<file path="config.mk">
export PLATFORM = sky130hd
export DESIGN_NAME = pipeline_stall_controller
export DESIGN_NICKNAME = d
export VERILOG_FILES = /design/src/rtl/pipeline_stall_controller_pkg.sv /design/src/rtl/pipeline_stall_controller_sat_counter.sv /design/src/rtl/pipeline_stall_controller.sv
export SDC_FILE = /design/constraint.sdc
export NUM_CORES = 1
export LEC_CHECK = 0
export ABC_AREA = 1
export BUFFER_PORTS_ARGS = -buffer_cell sky130_fd_sc_hd__buf_2
export CAP_MARGIN = 20
export CORE_ASPECT_RATIO = 0.7
export CORE_MARGIN = 8
export CORE_UTILIZATION = 45
export DETAILED_ROUTE_END_ITERATION = 16
export GPL_ROUTABILITY_DRIVEN = 0
export GPL_TIMING_DRIVEN = 0
export PLACE_DENSITY = 0.77
export SLEW_MARGIN = 20
export SYNTH_ARGS = -nofsm -noshare
export SYNTH_HDL_FRONTEND = slang
export SYNTH_SLANG_ARGS = --single-unit
</file>
<file path="constraint.sdc">
create_clock -name clk -period 4.25 [get_ports clk]
set_input_delay 0.2125 -clock clk [delete_from_list [all_inputs] [get_ports clk]]
set_output_delay 0.2125 -clock clk [all_outputs]
set_load 0.02 [all_outputs]
</file>
<file path="src/rtl/pipeline_stall_controller_pkg.sv">
// Shared types and control encodings for the pipeline stall controller and the datapath
// that consumes its per-stage enables and flushes.
package pipeline_stall_controller_pkg;

    typedef enum logic [1:0] {
        PC_RUN         = 2'd0,
        PC_MEM_WAIT    = 2'd1,
        PC_FENCE_DRAIN = 2'd2
    } pipe_ctrl_state_e;

    // Field order is also the bit order of the packed vector, pc_en is the MSB.
    typedef struct packed {
        logic pc_en;
        logic if_id_en;
        logic id_ex_en;
        logic ex_mem_en;
        logic mem_wb_en;
        logic if_id_flush;
        logic id_ex_flush;
    } pipe_stage_ctrl_t;

    // Everything advances, nothing is squashed.
    localparam pipe_stage_ctrl_t CTRL_RUN    = 7'b11111_00;
    // Whole pipe frozen: reset or an outstanding data-memory access.
    localparam pipe_stage_ctrl_t CTRL_HOLD   = 7'b00000_00;
    // Redirect: fetch the new target, squash the two wrong-path slots.
    localparam pipe_stage_ctrl_t CTRL_FLUSH  = 7'b11111_11;
    // Hold PC and IF/ID, push a bubble into EX, let the back end drain.
    localparam pipe_stage_ctrl_t CTRL_BUBBLE = 7'b00111_01;

endpackage

</file>
<file path="src/rtl/pipeline_stall_controller_sat_counter.sv">
// Free-running up counter that sticks at all-ones instead of wrapping.
module sat_counter #(
    parameter int W = 32
) (
    input  logic         clk,
    input  logic         en,
    input  logic         clr,
    output logic [W-1:0] count
);

    logic [W-1:0] count_q;
    logic [W-1:0] count_d;

    // Next count: clear wins, otherwise step by one unless already saturated.
    always_comb begin
        count_d = count_q;
        if (clr) begin
            count_d = '0;
        end else if (en && (count_q != {W{1'b1}})) begin
            count_d = count_q + W'(1);
        end
    end

    // Count register; clr doubles as the synchronous reset.
    always_ff @(posedge clk) begin
        count_q <= count_d;
    end

    assign count = count_q;

endmodule

</file>
<file path="src/rtl/pipeline_stall_controller.sv">
// Central sequencer for the PC and the four pipeline registers. Merges memory wait,
// branch redirect, FENCE drain and load-use bubbles into per-stage enables/flushes.
module pipeline_stall_controller
    import pipeline_stall_controller_pkg::*;
#(
    parameter int DRAIN_CYCLES = 3,
    parameter int MEM_TIMEOUT  = 15,
    parameter int CNT_W        = 32
) (
    input  logic             clk,
    input  logic             rst,
    input  logic             insert_nop,
    input  logic             branch_taken,
    input  logic             fence_id,
    input  logic             dmem_req,
    input  logic             dmem_ready,
    output logic             pc_en,
    output logic             if_id_en,
    output logic             id_ex_en,
    output logic             ex_mem_en,
    output logic             mem_wb_en,
    output logic             if_id_flush,
    output logic             id_ex_flush,
    output logic             mem_timeout,
    output logic [CNT_W-1:0] stall_count
);

    localparam int DRAIN_W = (DRAIN_CYCLES < 2) ? 1 : $clog2(DRAIN_CYCLES + 1);
    localparam int WAIT_W  = (MEM_TIMEOUT < 2) ? 1 : $clog2(MEM_TIMEOUT + 1);
    localparam logic [DRAIN_W-1:0] DRAIN_INIT = DRAIN_W'(DRAIN_CYCLES - 1);
    localparam logic [WAIT_W-1:0]  WAIT_MAX   = WAIT_W'(MEM_TIMEOUT);

    pipe_ctrl_state_e   state_q, state_d;
    pipe_ctrl_state_e   ret_state_q, ret_state_d;
    logic [DRAIN_W-1:0] drain_cnt_q, drain_cnt_d;
    logic [WAIT_W-1:0]  wait_cnt_q, wait_cnt_d;
    logic               mem_timeout_q, mem_timeout_d;
    logic               fence_skip_q, fence_skip_d;
    pipe_stage_ctrl_t   ctrl;
    pipe_stage_ctrl_t   ctrl_out;
    pipe_ctrl_state_e   eff_state;
    logic               mem_stall;

    assign mem_stall = dmem_req & ~dmem_ready;

    // The cycle a memory wait ends behaves like the state the wait interrupted.
    assign eff_state = (state_q == PC_MEM_WAIT) ? ret_state_q : state_q;

    // Priority resolution: mem stall, then branch, then fence, then load-use bubble.
    always_comb begin
        ctrl          = CTRL_RUN;
        state_d       = state_q;
        ret_state_d   = ret_state_q;
        drain_cnt_d   = drain_cnt_q;
        wait_cnt_d    = wait_cnt_q;
        fence_skip_d  = 1'b0;

        if (state_q == PC_MEM_WAIT && !dmem_ready) begin
            ctrl         = CTRL_HOLD;
            fence_skip_d = fence_skip_q;
            if (wait_cnt_q < WAIT_MAX) begin
                wait_cnt_d = wait_cnt_q + WAIT_W'(1);
            end
        end else if (state_q != PC_MEM_WAIT && mem_stall) begin
            ctrl         = CTRL_HOLD;
            state_d      = PC_MEM_WAIT;
            ret_state_d  = state_q;
            wait_cnt_d   = WAIT_W'(1);
            fence_skip_d = fence_skip_q;
        end else begin
            state_d    = eff_state;
            wait_cnt_d = '0;
            if (branch_taken) begin
                ctrl        = CTRL_FLUSH;
                drain_cnt_d = '0;
                state_d     = PC_RUN;
            end else if (eff_state == PC_FENCE_DRAIN) begin
                ctrl = CTRL_BUBBLE;
                if (drain_cnt_q != '0) begin
                    drain_cnt_d = drain_cnt_q - DRAIN_W'(1);
                end
                if (drain_cnt_d == '0) begin
                    state_d      = PC_RUN;
                    fence_skip_d = 1'b1;
                end
            end else if (fence_id && !fence_skip_q) begin
                ctrl = CTRL_BUBBLE;
                if (DRAIN_CYCLES <= 1) begin
                    state_d      = PC_RUN;
                    fence_skip_d = 1'b1;
                end else begin
                    state_d     = PC_FENCE_DRAIN;
                    drain_cnt_d = DRAIN_INIT;
                end
            end else if (insert_nop) begin
                ctrl = CTRL_BUBBLE;
            end
        end

        mem_timeout_d = mem_timeout_q |
                        ((state_d == PC_MEM_WAIT) && (wait_cnt_d == WAIT_MAX));
    end

    // Controller state registers with synchronous reset.
    always_ff @(posedge clk) begin
        if (rst) begin
            state_q       <= PC_RUN;
            ret_state_q   <= PC_RUN;
            drain_cnt_q   <= '0;
            wait_cnt_q    <= '0;
            mem_timeout_q <= 1'b0;
            fence_skip_q  <= 1'b0;
        end else begin
            state_q       <= state_d;
            ret_state_q   <= ret_state_d;
            drain_cnt_q   <= drain_cnt_d;
            wait_cnt_q    <= wait_cnt_d;
            mem_timeout_q <= mem_timeout_d;
            fence_skip_q  <= fence_skip_d;
        end
    end

    assign ctrl_out    = rst ? CTRL_HOLD : ctrl;
    assign pc_en       = ctrl_out.pc_en;
    assign if_id_en    = ctrl_out.if_id_en;
    assign id_ex_en    = ctrl_out.id_ex_en;
    assign ex_mem_en   = ctrl_out.ex_mem_en;
    assign mem_wb_en   = ctrl_out.mem_wb_en;
    assign if_id_flush = ctrl_out.if_id_flush;
    assign id_ex_flush = ctrl_out.id_ex_flush;
    assign mem_timeout = mem_timeout_q;

    sat_counter #(
        .W (CNT_W)
    ) u_stall_counter (
        .clk   (clk),
        .en    (~ctrl_out.pc_en & ~rst),
        .clr   (rst),
        .count (stall_count)
    );

endmodule

</file>
==> flow_metrics.py, run 1 <==
metrics = {
    "clocking": {
        "cts_tree": "yes",
        "clk_pin_slew_ns": 0.08,
        "cts.sinks": 44,
        "cts_root_buffer": "clkbuf_8",
        "hold_buffers": 0,
        "htreeDepth": 2,
        "cts_buffers": 5,
        "clk_latency_ns": 0.31,
        "clock_path_buffers": 2,
        "cts_setup_buffers": 0,
        "cts_resized": 0,
    },
    "sta": {
        "max_slew_margin": 0.569,
        "setup_viol": 0,
        "rsz0062_at_grt": "false",
        "clock_skew_ns": 0.00973,
        "max_freq_ghz": 0.456,
        "period_needed_ns": 2.20,
        "worst_pin_slew_ns": 0.646,
        "finalHoldViolCount": 0,
        "tns_ns": 0,
        "slew_violations": 0,
        "min_period_over_period": 0.516,
        "holdWs_ns": 0.143,
    },
    "synthesis": {
        "synth_flop_cell": "dfxtp_1",
        "ys_async_sr_fraction": 0,
        "synth.avg_cell_area_sq_um": 6.47,
        "syn-cell-area_sq_mm": 0.00286,
        "ys_seq_area_frac": 0.308,
        "synth_nets": 451,
        "yosys-top-cells-count": "nand2_1, nor2_1, dfxtp_1, a21oi_1, inv_1",
        "yosysTopAreaCell": "dfxtp_1",
        "ys_seq_elements": 44,
        "ys_types": 31,
        "yosys_warnings": 0,
        "synth_edf_count": 0,
        "synth.area.top_cells": "dfxtp_1, nand2_1, nor2_1",
        "yosysMostFrequentCell": "nand2_1",
        "synth_top_cell_area_share": 0.308,
        "syn-instance-count": 442,
    },
    "floorplan": {
        "pin_count": 47,
        "initial_core_util": 0.462,
        "core_region_area_sq_mm": 0.00619,
        "dieWidth_um": 111,
        "chipHeight_um": 82.7,
        "rows": 24,
        "dieArea_sq_mm": 0.00920,
    },
    "placement": {
        "place_inst": 565,
        "io_buffers": 45,
        "dp_hpwl_mm": 6.32,
    },
    "pwr": {
        "clkPwrFrac": 0.422,
        "p_int_mw": 0.681,
        "ir_drop_mv": 0.107,
        "power.density_mw_per_mm2": 271,
        "netSwitchingFraction": 0.243,
        "power_leakage_nw": 1.36,
        "total_power_mw": 0.899,
        "seq_power_share": 0.474,
        "p_switching_mw": 0.218,
        "combinationalPowerShare": 0.104,
    },
    "critical_path": {
        "ff2ff_setup_slack_ns": 2.05,
        "path_common_cell": "nand2_1",
        "criticalPathCategory": "flop to flop",
        "cp-end-kind": "flop",
        "critPathMaxFanout": 7,
        "timing.rr.start": "u_stall_counter.count[0]$_SDFFE_PP0P_",
        "path_buf_inv": 1,
        "r2r_cells": 10,
        "worstPathCellList": "ha_1 > nand3_2 > nor2_1 > inv_1 > nor2_1 > nand2_1 > nand2_1 > nand2_1 > nand2_1 > a21oi_1",
        "critPathLaunchType": "flop",
        "worstReg2RegEnd": "u_stall_counter.count[30]$_SDFFE_PP0P_",
        "slowest_delay_ns": 0.49,
        "cp_data_required_time_ns": 4.42,
        "crit_slowest_cell": "dfxtp_1",
        "crit_family": "simple AND/OR/NAND/NOR gates",
        "crit_arrival_ns": 2.36,
    },
    "layout": {
        "n_antenna_cell": 0,
        "final_cells": 572,
        "layout-drive-gt1-share": 0.209,
        "fin_nets": 503,
        "areaGrowthSynthToFinish_pct": 15.8,
        "fillers": 630,
    },
    "detailed_routing": {
        "drc": 0,
        "drt_iter0_markers": 275,
        "wl_mm": 8.02,
        "wire_per_inst_um": 14.0,
        "drtAntennaViolNets": 0,
        "num_vias": 3017,
        "via_per_inst": 5.27,
        "dr.pass1.iters": 5,
    },
    "min_path": {
        "whs_path_depth": 2,
        "hp-class": "input port to flop",
        "min_from": "branch_taken",
        "min_to": "state_q[1]$_SDFF_PP0_",
    },
    "global_route": {
        "grt_max_degree": 14,
        "grt_remaining_overflow": 0,
        "grt_pass1_wl_mm": 13.5,
        "first_global_vias": 2751,
        "antenna_found_initial": 0,
        "grt_use_total": 0.179,
    },
    "job": {
        "maxCapViolations": 0,
    },
    "outcome": {
        "status": "finished clean",
    },
}
==> through the flow <==
step	setup slack (ns)	area, sq um	utilization
floorplan	2.37	2860	-
global placement	2.20	3180	0.514
detailed placement	2.16	3180	0.514
CTS	2.15	3310	0.535
global route	1.96	3310	0.535
finish	2.05	3310	0.535
==> power by group through the flow <==
stage | clock network [mW] | logic, mW | registers (mW)
after CTS | 0.382 | 0.0935 | 0.426
final | 0.379 | 0.0932 | 0.426
after global routing | 0.401 | 0.102 | 0.427
after global placement | 0 | 0.0906 | 0.435
after floorplan | 0 | 0.0663 | 0.436
after detailed placement | 0 | 0.0932 | 0.436
==> layer usage <==
layer | GRT usage | share of wire | wire length, um | vias to the layer above
met5 | 0 | 0 | 0 | -
met4 | 0.0437 | 0.0080 | 64 | 0
met3 | 0.0447 | 0.086 | 687 | 7
met2 | 0.281 | 0.43 | 3410 | 111
met1 | 0.241 | 0.48 | 3850 | 1385
li1 | - | - | - | 1514
==> cell families after synthesis <==
kind of cell             share of synthesized area
buffers and inverters                       0.0713
XOR/XNOR                                    0.0398
flip-flops                                   0.308
AND/OR/NAND/NOR                              0.467
adder cells (fa/ha/maj)                    0.00875
AO/OA/AOI/OAI                                0.105
==> worst max-delay path by stage <==
stage	slack, ns	cells after the start	end	from
2_1_floorplan	2.37	11	u_stall_counter.count[13]$_SDFFE_PP0P_	u_stall_counter.count[0]$_SDFFE_PP0P_
3_3_place_gp	2.20	10	u_stall_counter.count[30]$_SDFFE_PP0P_	u_stall_counter.count[0]$_SDFFE_PP0P_
3_5_place_dp	2.16	10	u_stall_counter.count[30]$_SDFFE_PP0P_	u_stall_counter.count[0]$_SDFFE_PP0P_
4_1_cts	2.15	8	u_stall_counter.count[14]$_SDFFE_PP0P_	u_stall_counter.count[0]$_SDFFE_PP0P_
5_1_grt	1.96	8	u_stall_counter.count[14]$_SDFFE_PP0P_	u_stall_counter.count[0]$_SDFFE_PP0P_
6_report	2.05	10	u_stall_counter.count[30]$_SDFFE_PP0P_	u_stall_counter.count[0]$_SDFFE_PP0P_
==> sequential cells by signal (all words and copies together), names as in the netlist <==
register and count:
drain_cnt_q 2, fence_skip_q 1, mem_timeout 1, ret_state_q 2
state_q 2, u_stall_counter.count 32, wait_cnt_q 4
==> placed cells by master (no fill, tap or decap), types with 4 or more instances in the layout <==
cell type / count
nand2_1: 161
nor2_1: 64
buf_2: 45
dfxtp_1: 44
a21oi_1: 29
inv_1: 24
nand3b_1: 17
nand2_2: 16
a21oi_2: 11
xor2_1: 10
nand4_1: 9
nand3_1: 8
o21ai_0: 7
clkbuf_1: 6
clkbuf_8: 5
nor2_2: 4
nand2_4: 4
buf_6: 4
==> area by class of cell <==
class	instances	area, sq um	area share
sequential	44	881	0.266
tap	78	97.6	0.0295
clock buffer	5	68.8	0.0208
inverter	26	98.8	0.0299
timing repair buffer	45	225	0.0680
buffer	14	105	0.0317
multi-input combinational	358	1770	0.536
clock inverter	2	60.1	0.0181
Power figures use the tool's default switching activity.
==> inputs of run 2 (changes only) <==
- PLACE_DENSITY: 0.77 -> 0.8
- clock period: 4.25 -> 1.8 ns (I/O delays scaled with it)
==> flow_metrics.py, run 2 (synthesis results as in run 1) <==
metrics = {
    "pwr": {
        "clkPwrFrac": 0.349,
        "seq_power_share": 0.524,
        "ir_drop_mv": 0.245,
        "power_leakage_nw": 1.38,
        "combinationalPowerShare": 0.127,
        "p_switching_mw": 0.533,
        "power.density_mw_per_mm2": 562,
        "netSwitchingFraction": 0.277,
        "p_int_mw": 1.39,
    },
    "global_route": {
        "grt_max_degree": 15,
        "grt_use_total": 0.165,
        "first_global_vias": 2569,
        "antenna_found_initial": 0,
        "grt_remaining_overflow": 0,
        "grt_pass1_wl_mm": 12.5,
    },
    "critical_path": {
        "critPathMaxFanout": 10,
        "timing.rr.start": "u_stall_counter.count[0]$_SDFFE_PP0P_",
        "crit_arrival_ns": 1.96,
        "critPathLaunchType": "flop",
        "critPathLaunch": "u_stall_counter.count[0]$_SDFFE_PP0P_",
        "cp-end-kind": "flop",
        "cp_data_required_time_ns": 2.03,
        "criticalPathCategory": "flop to flop",
    },
    "job": {
        "maxCapViolations": 0,
    },
    "sta": {
        "period_needed_ns": 1.73,
        "slew_violations": 0,
        "tns_ns": 0,
        "holdWs_ns": 0.0187,
        "max_freq_ghz": 0.579,
        "max_slew_margin": 0.566,
        "setup_viol": 0,
        "finalHoldViolCount": 0,
        "clock_skew_ns": 0.00871,
        "worst_pin_slew_ns": 0.652,
        "min_period_over_period": 0.959,
    },
    "detailed_routing": {
        "wl_mm": 8.00,
        "drtAntennaViolNets": 0,
        "wire_per_inst_um": 13.8,
        "drt_iter0_markers": 276,
        "num_vias": 3086,
        "via_per_inst": 5.32,
        "dr.pass1.iters": 5,
        "drc": 0,
    },
    "layout": {
        "areaGrowthSynthToFinish_pct": 19.6,
        "multi_input_area_sq_mm": 0.00182,
        "final_common_cell": "nand2_1",
        "final_cells": 580,
        "n_antenna_cell": 0,
        "mostFrequentLayoutCells": "nand2_1, nor2_1, buf_2",
        "largest_reg_flops": 32,
        "final-seq-area_sq_um": 916,
        "final_util": 0.553,
        "finalInstanceArea_sq_mm": 0.00342,
        "layout-drive-gt1-share": 0.293,
        "fin_nets": 510,
        "fillers": 574,
    },
    "placement": {
        "dp_hpwl_mm": 6.21,
        "place_inst": 565,
        "dpl_cell_area_sq_mm": 0.00319,
        "io_buffers": 45,
    },
    "floorplan": {
        "core_region_area_sq_mm": 0.00619,
        "chipHeight_um": 82.7,
        "initial_core_util": 0.462,
        "dieArea_sq_mm": 0.00920,
        "dieWidth_um": 111,
        "rows": 24,
        "pin_count": 47,
    },
    "outcome": {
        "status": "finished clean",
    },
    "min_path": {
        "hp-class": "input port to flop",
        "min_from": "branch_taken",
    },
    "clocking": {
        "htreeDepth": 2,
        "cts_tree": "yes",
        "cts_root_buffer": "clkbuf_8",
        "cts.sinks": 44,
        "cts_buffers": 5,
        "clock_path_buffers": 2,
        "clk_pin_slew_ns": 0.09,
        "clk_latency_ns": 0.30,
    },
}
-- run 2: layout make-up --
class                           instances  area share
Inverter                               26      0.0300
Tap cell                               78      0.0285
Sequential cell                        44       0.268
Buffer                                 14      0.0307
Timing Repair Buffer                   52      0.0812
Clock inverter                          2     0.00439
Multi-Input combinational cell        358       0.533
Clock buffer                            6      0.0241
-- run 2: final timing paths --
path	endpoint	cells past startpoint	slack, ns
worst min-delay path	state_q[1]$_SDFF_PP0_	2	0.02
worst max-delay path	u_stall_counter.count[26]$_SDFFE_PP0P_	10	0.07
worst max register to register	u_stall_counter.count[26]$_SDFFE_PP0P_	10	0.07
worst min register to register	mem_timeout$_SDFF_PP0_	2	0.47
-- run 2: what timing repair did --
item                       4_1_cts  5_1_grt
resized for setup                7       31
hold buffers                     0        0
buffers inserted                 0        7
setup endpoints to repair       30       32
pin swaps                        0        2
-- run 2: worst max-delay path: stages (launching register included) --
cell	delay (ns)
dfxtp_4	0.40
ha_4	0.18
nand3_4	0.12
clkinv_4	0.09
nand2_4	0.09
nor2_8	0.16
nand2_4	0.11
nand3_4	0.14
buf_6	0.16
nand2_1	0.07
a21oi_2	0.13
-- run 2: metal layers --
metal / routed length (um) / track usage / vias up / share of wire
li1: - / - / 1528 / -
met1: 3740 / 0.226 / 1373 / 0.47
met2: 3390 / 0.257 / 164 / 0.42
met3: 750 / 0.0375 / 21 / 0.094
met4: 116 / 0.0437 / 0 / 0.015
met5: 0 / 0 / - / 0
-- run 2: stage by stage --
step	power [mW]	worst slack, ns
2_1_floorplan	1.19	0.0696
3_3_place_gp	1.24	-0.120
3_5_place_dp	1.25	-0.173
4_1_cts	1.91	0.0255
5_1_grt	2.00	-0.00697
6_report	1.92	0.0735
-- run 2: power groups by stage --
stage	logic [mW]	clock network [mW]	registers [mW]
after floorplan	0.157	0	1.03
after detailed placement	0.219	0	1.03
final	0.244	0.671	1.01
after CTS	0.222	0.678	1.01
after global placement	0.214	0	1.03
after global routing	0.264	0.726	1.01
==> inputs of run 3 (changes only) <==
- RECOVER_POWER: default -> 25
==> flow_metrics.py, run 3 (synthesis results as in run 1) <==
metrics = {
    "sta": {
        "max_slew_margin": 0.567,
        "clock_skew_ns": 0.0103,
        "period_needed_ns": 1.74,
        "setup_viol": 0,
        "slew_violations": 0,
        "worst_pin_slew_ns": 0.650,
        "finalHoldViolCount": 0,
        "max_freq_ghz": 0.575,
        "min_period_over_period": 0.966,
        "tns_ns": 0,
    },
    "pwr": {
        "clkPwrFrac": 0.348,
        "power.density_mw_per_mm2": 564,
        "combinationalPowerShare": 0.127,
        "p_int_mw": 1.39,
        "netSwitchingFraction": 0.276,
        "p_switching_mw": 0.531,
        "seq_power_share": 0.525,
        "power_leakage_nw": 1.32,
        "ir_drop_mv": 0.246,
    },
    "detailed_routing": {
        "via_per_inst": 5.33,
        "drt_iter0_markers": 250,
        "dr.pass1.iters": 5,
        "wl_mm": 8.06,
        "wire_per_inst_um": 13.9,
        "drtAntennaViolNets": 0,
        "drc": 0,
        "num_vias": 3093,
    },
    "global_route": {
        "grt_use_total": 0.165,
        "antenna_found_initial": 0,
        "grt_pass1_wl_mm": 12.5,
        "grt_remaining_overflow": 0,
        "first_global_vias": 2569,
        "grt_max_degree": 15,
    },
    "job": {
        "maxCapViolations": 0,
    },
    "floorplan": {
        "core_region_area_sq_mm": 0.00619,
        "chipHeight_um": 82.7,
        "dieArea_sq_mm": 0.00920,
        "rows": 24,
        "pin_count": 47,
        "initial_core_util": 0.462,
        "dieWidth_um": 111,
    },
    "layout": {
        "final_common_cell": "nand2_1",
        "largest_reg_flops": 32,
        "areaGrowthSynthToFinish_pct": 19.1,
        "layout-drive-gt1-share": 0.267,
        "fin_nets": 510,
        "mostFrequentLayoutCells": "nand2_1, nor2_1, buf_2",
        "final_cells": 580,
        "fillers": 580,
        "n_antenna_cell": 0,
        "multi_input_area_sq_mm": 0.00182,
        "final-seq-area_sq_um": 916,
    },
    "placement": {
        "place_inst": 565,
        "dp_hpwl_mm": 6.21,
        "io_buffers": 45,
    },
    "min_path": {
        "hp-class": "input port to flop",
    },
    "clocking": {
        "cts_buffers": 5,
        "clk_latency_ns": 0.30,
        "clk_pin_slew_ns": 0.09,
        "htreeDepth": 2,
        "clock_path_buffers": 2,
        "cts_tree": "yes",
        "cts.sinks": 44,
        "cts_root_buffer": "clkbuf_8",
    },
    "critical_path": {
        "critPathLaunchType": "flop",
        "cp_data_required_time_ns": 2.03,
        "crit_arrival_ns": 1.97,
        "critPathMaxFanout": 10,
        "criticalPathCategory": "flop to flop",
        "cp-end-kind": "flop",
    },
    "outcome": {
        "status": "finished clean",
    },
}
-- run 3: cell types whose count changed in the layout (fill, tap and decap cells not counted), sizes merged --
cell / previous run / this run
clkbuf: 12 / 25
buf: 60 / 47
-- run 3: worst max-delay path, cell delays in order (launching register included) --
cell and delay, ns:
dfxtp_4 0.40, ha_4 0.18, nand3_4 0.12, clkinv_4 0.10, nand2_4 0.09, nor2_8 0.16, nand2_4 0.11, nand3_4 0.14
buf_6 0.16, nand2_1 0.07, a21oi_2 0.13
-- run 3: final timing paths --
path,end,slack (ns),depth (start not counted),from
max,u_stall_counter.count[26]$_SDFFE_PP0P_,0.06,10,u_stall_counter.count[0]$_SDFFE_PP0P_
min,state_q[1]$_SDFF_PP0_,0.02,2,branch_taken
max reg2reg,u_stall_counter.count[26]$_SDFFE_PP0P_,0.06,10,u_stall_counter.count[0]$_SDFFE_PP0P_
min reg2reg,mem_timeout$_SDFF_PP0_,0.47,2,mem_timeout$_SDFF_PP0_
-- run 3: final cells by class --
type,instances,share of cell area
multi-input combinational,358,0.536
sequential,44,0.269
timing repair buffer,52,0.0768
buffer,14,0.0309
inverter,26,0.0301
tap,78,0.0287
clock buffer,6,0.0243
clock inverter,2,0.00441
-- run 3: metal layers --
metal  up-vias  share of wire  GRT usage
met1      1404           0.48      0.226
met2       144           0.42      0.257
met5         -              0          0
met3        16          0.086     0.0375
met4         0          0.013     0.0437
li1       1529              -          -
-- run 3: timing repair --
action / CTS / global route
pin swaps: 0 / 2
buffers inserted: 0 / 7
cloned: 0 / 0
resized for setup: 7 / 31
hold buffers: 0 / 0
endpoints found under the setup margin: 30 / 32
-- run 3: power by group through the flow --
stage                     registers, mW  clock network (mW)  logic [mW]
after floorplan                    1.03                   0       0.157
after global placement             1.03                   0       0.214
after detailed placement           1.03                   0       0.219
after CTS                          1.01               0.678       0.222
after global routing               1.01               0.726       0.263
final                              1.01               0.668       0.244
-- run 3: metrics by stage --
step	hold WS [ns]	power, mW	area, sq um	utilization	worst slack [ns]
floorplan	0.168	1.19	2860	-	0.0696
global placement	0.332	1.24	3190	0.515	-0.120
detailed placement	0.329	1.25	3190	0.515	-0.173
CTS	0.0155	1.91	3320	0.536	0.0255
global route	0.0113	2.00	3400	0.550	-0.00697
finish	0.0214	1.92	3400	0.550	0.0615
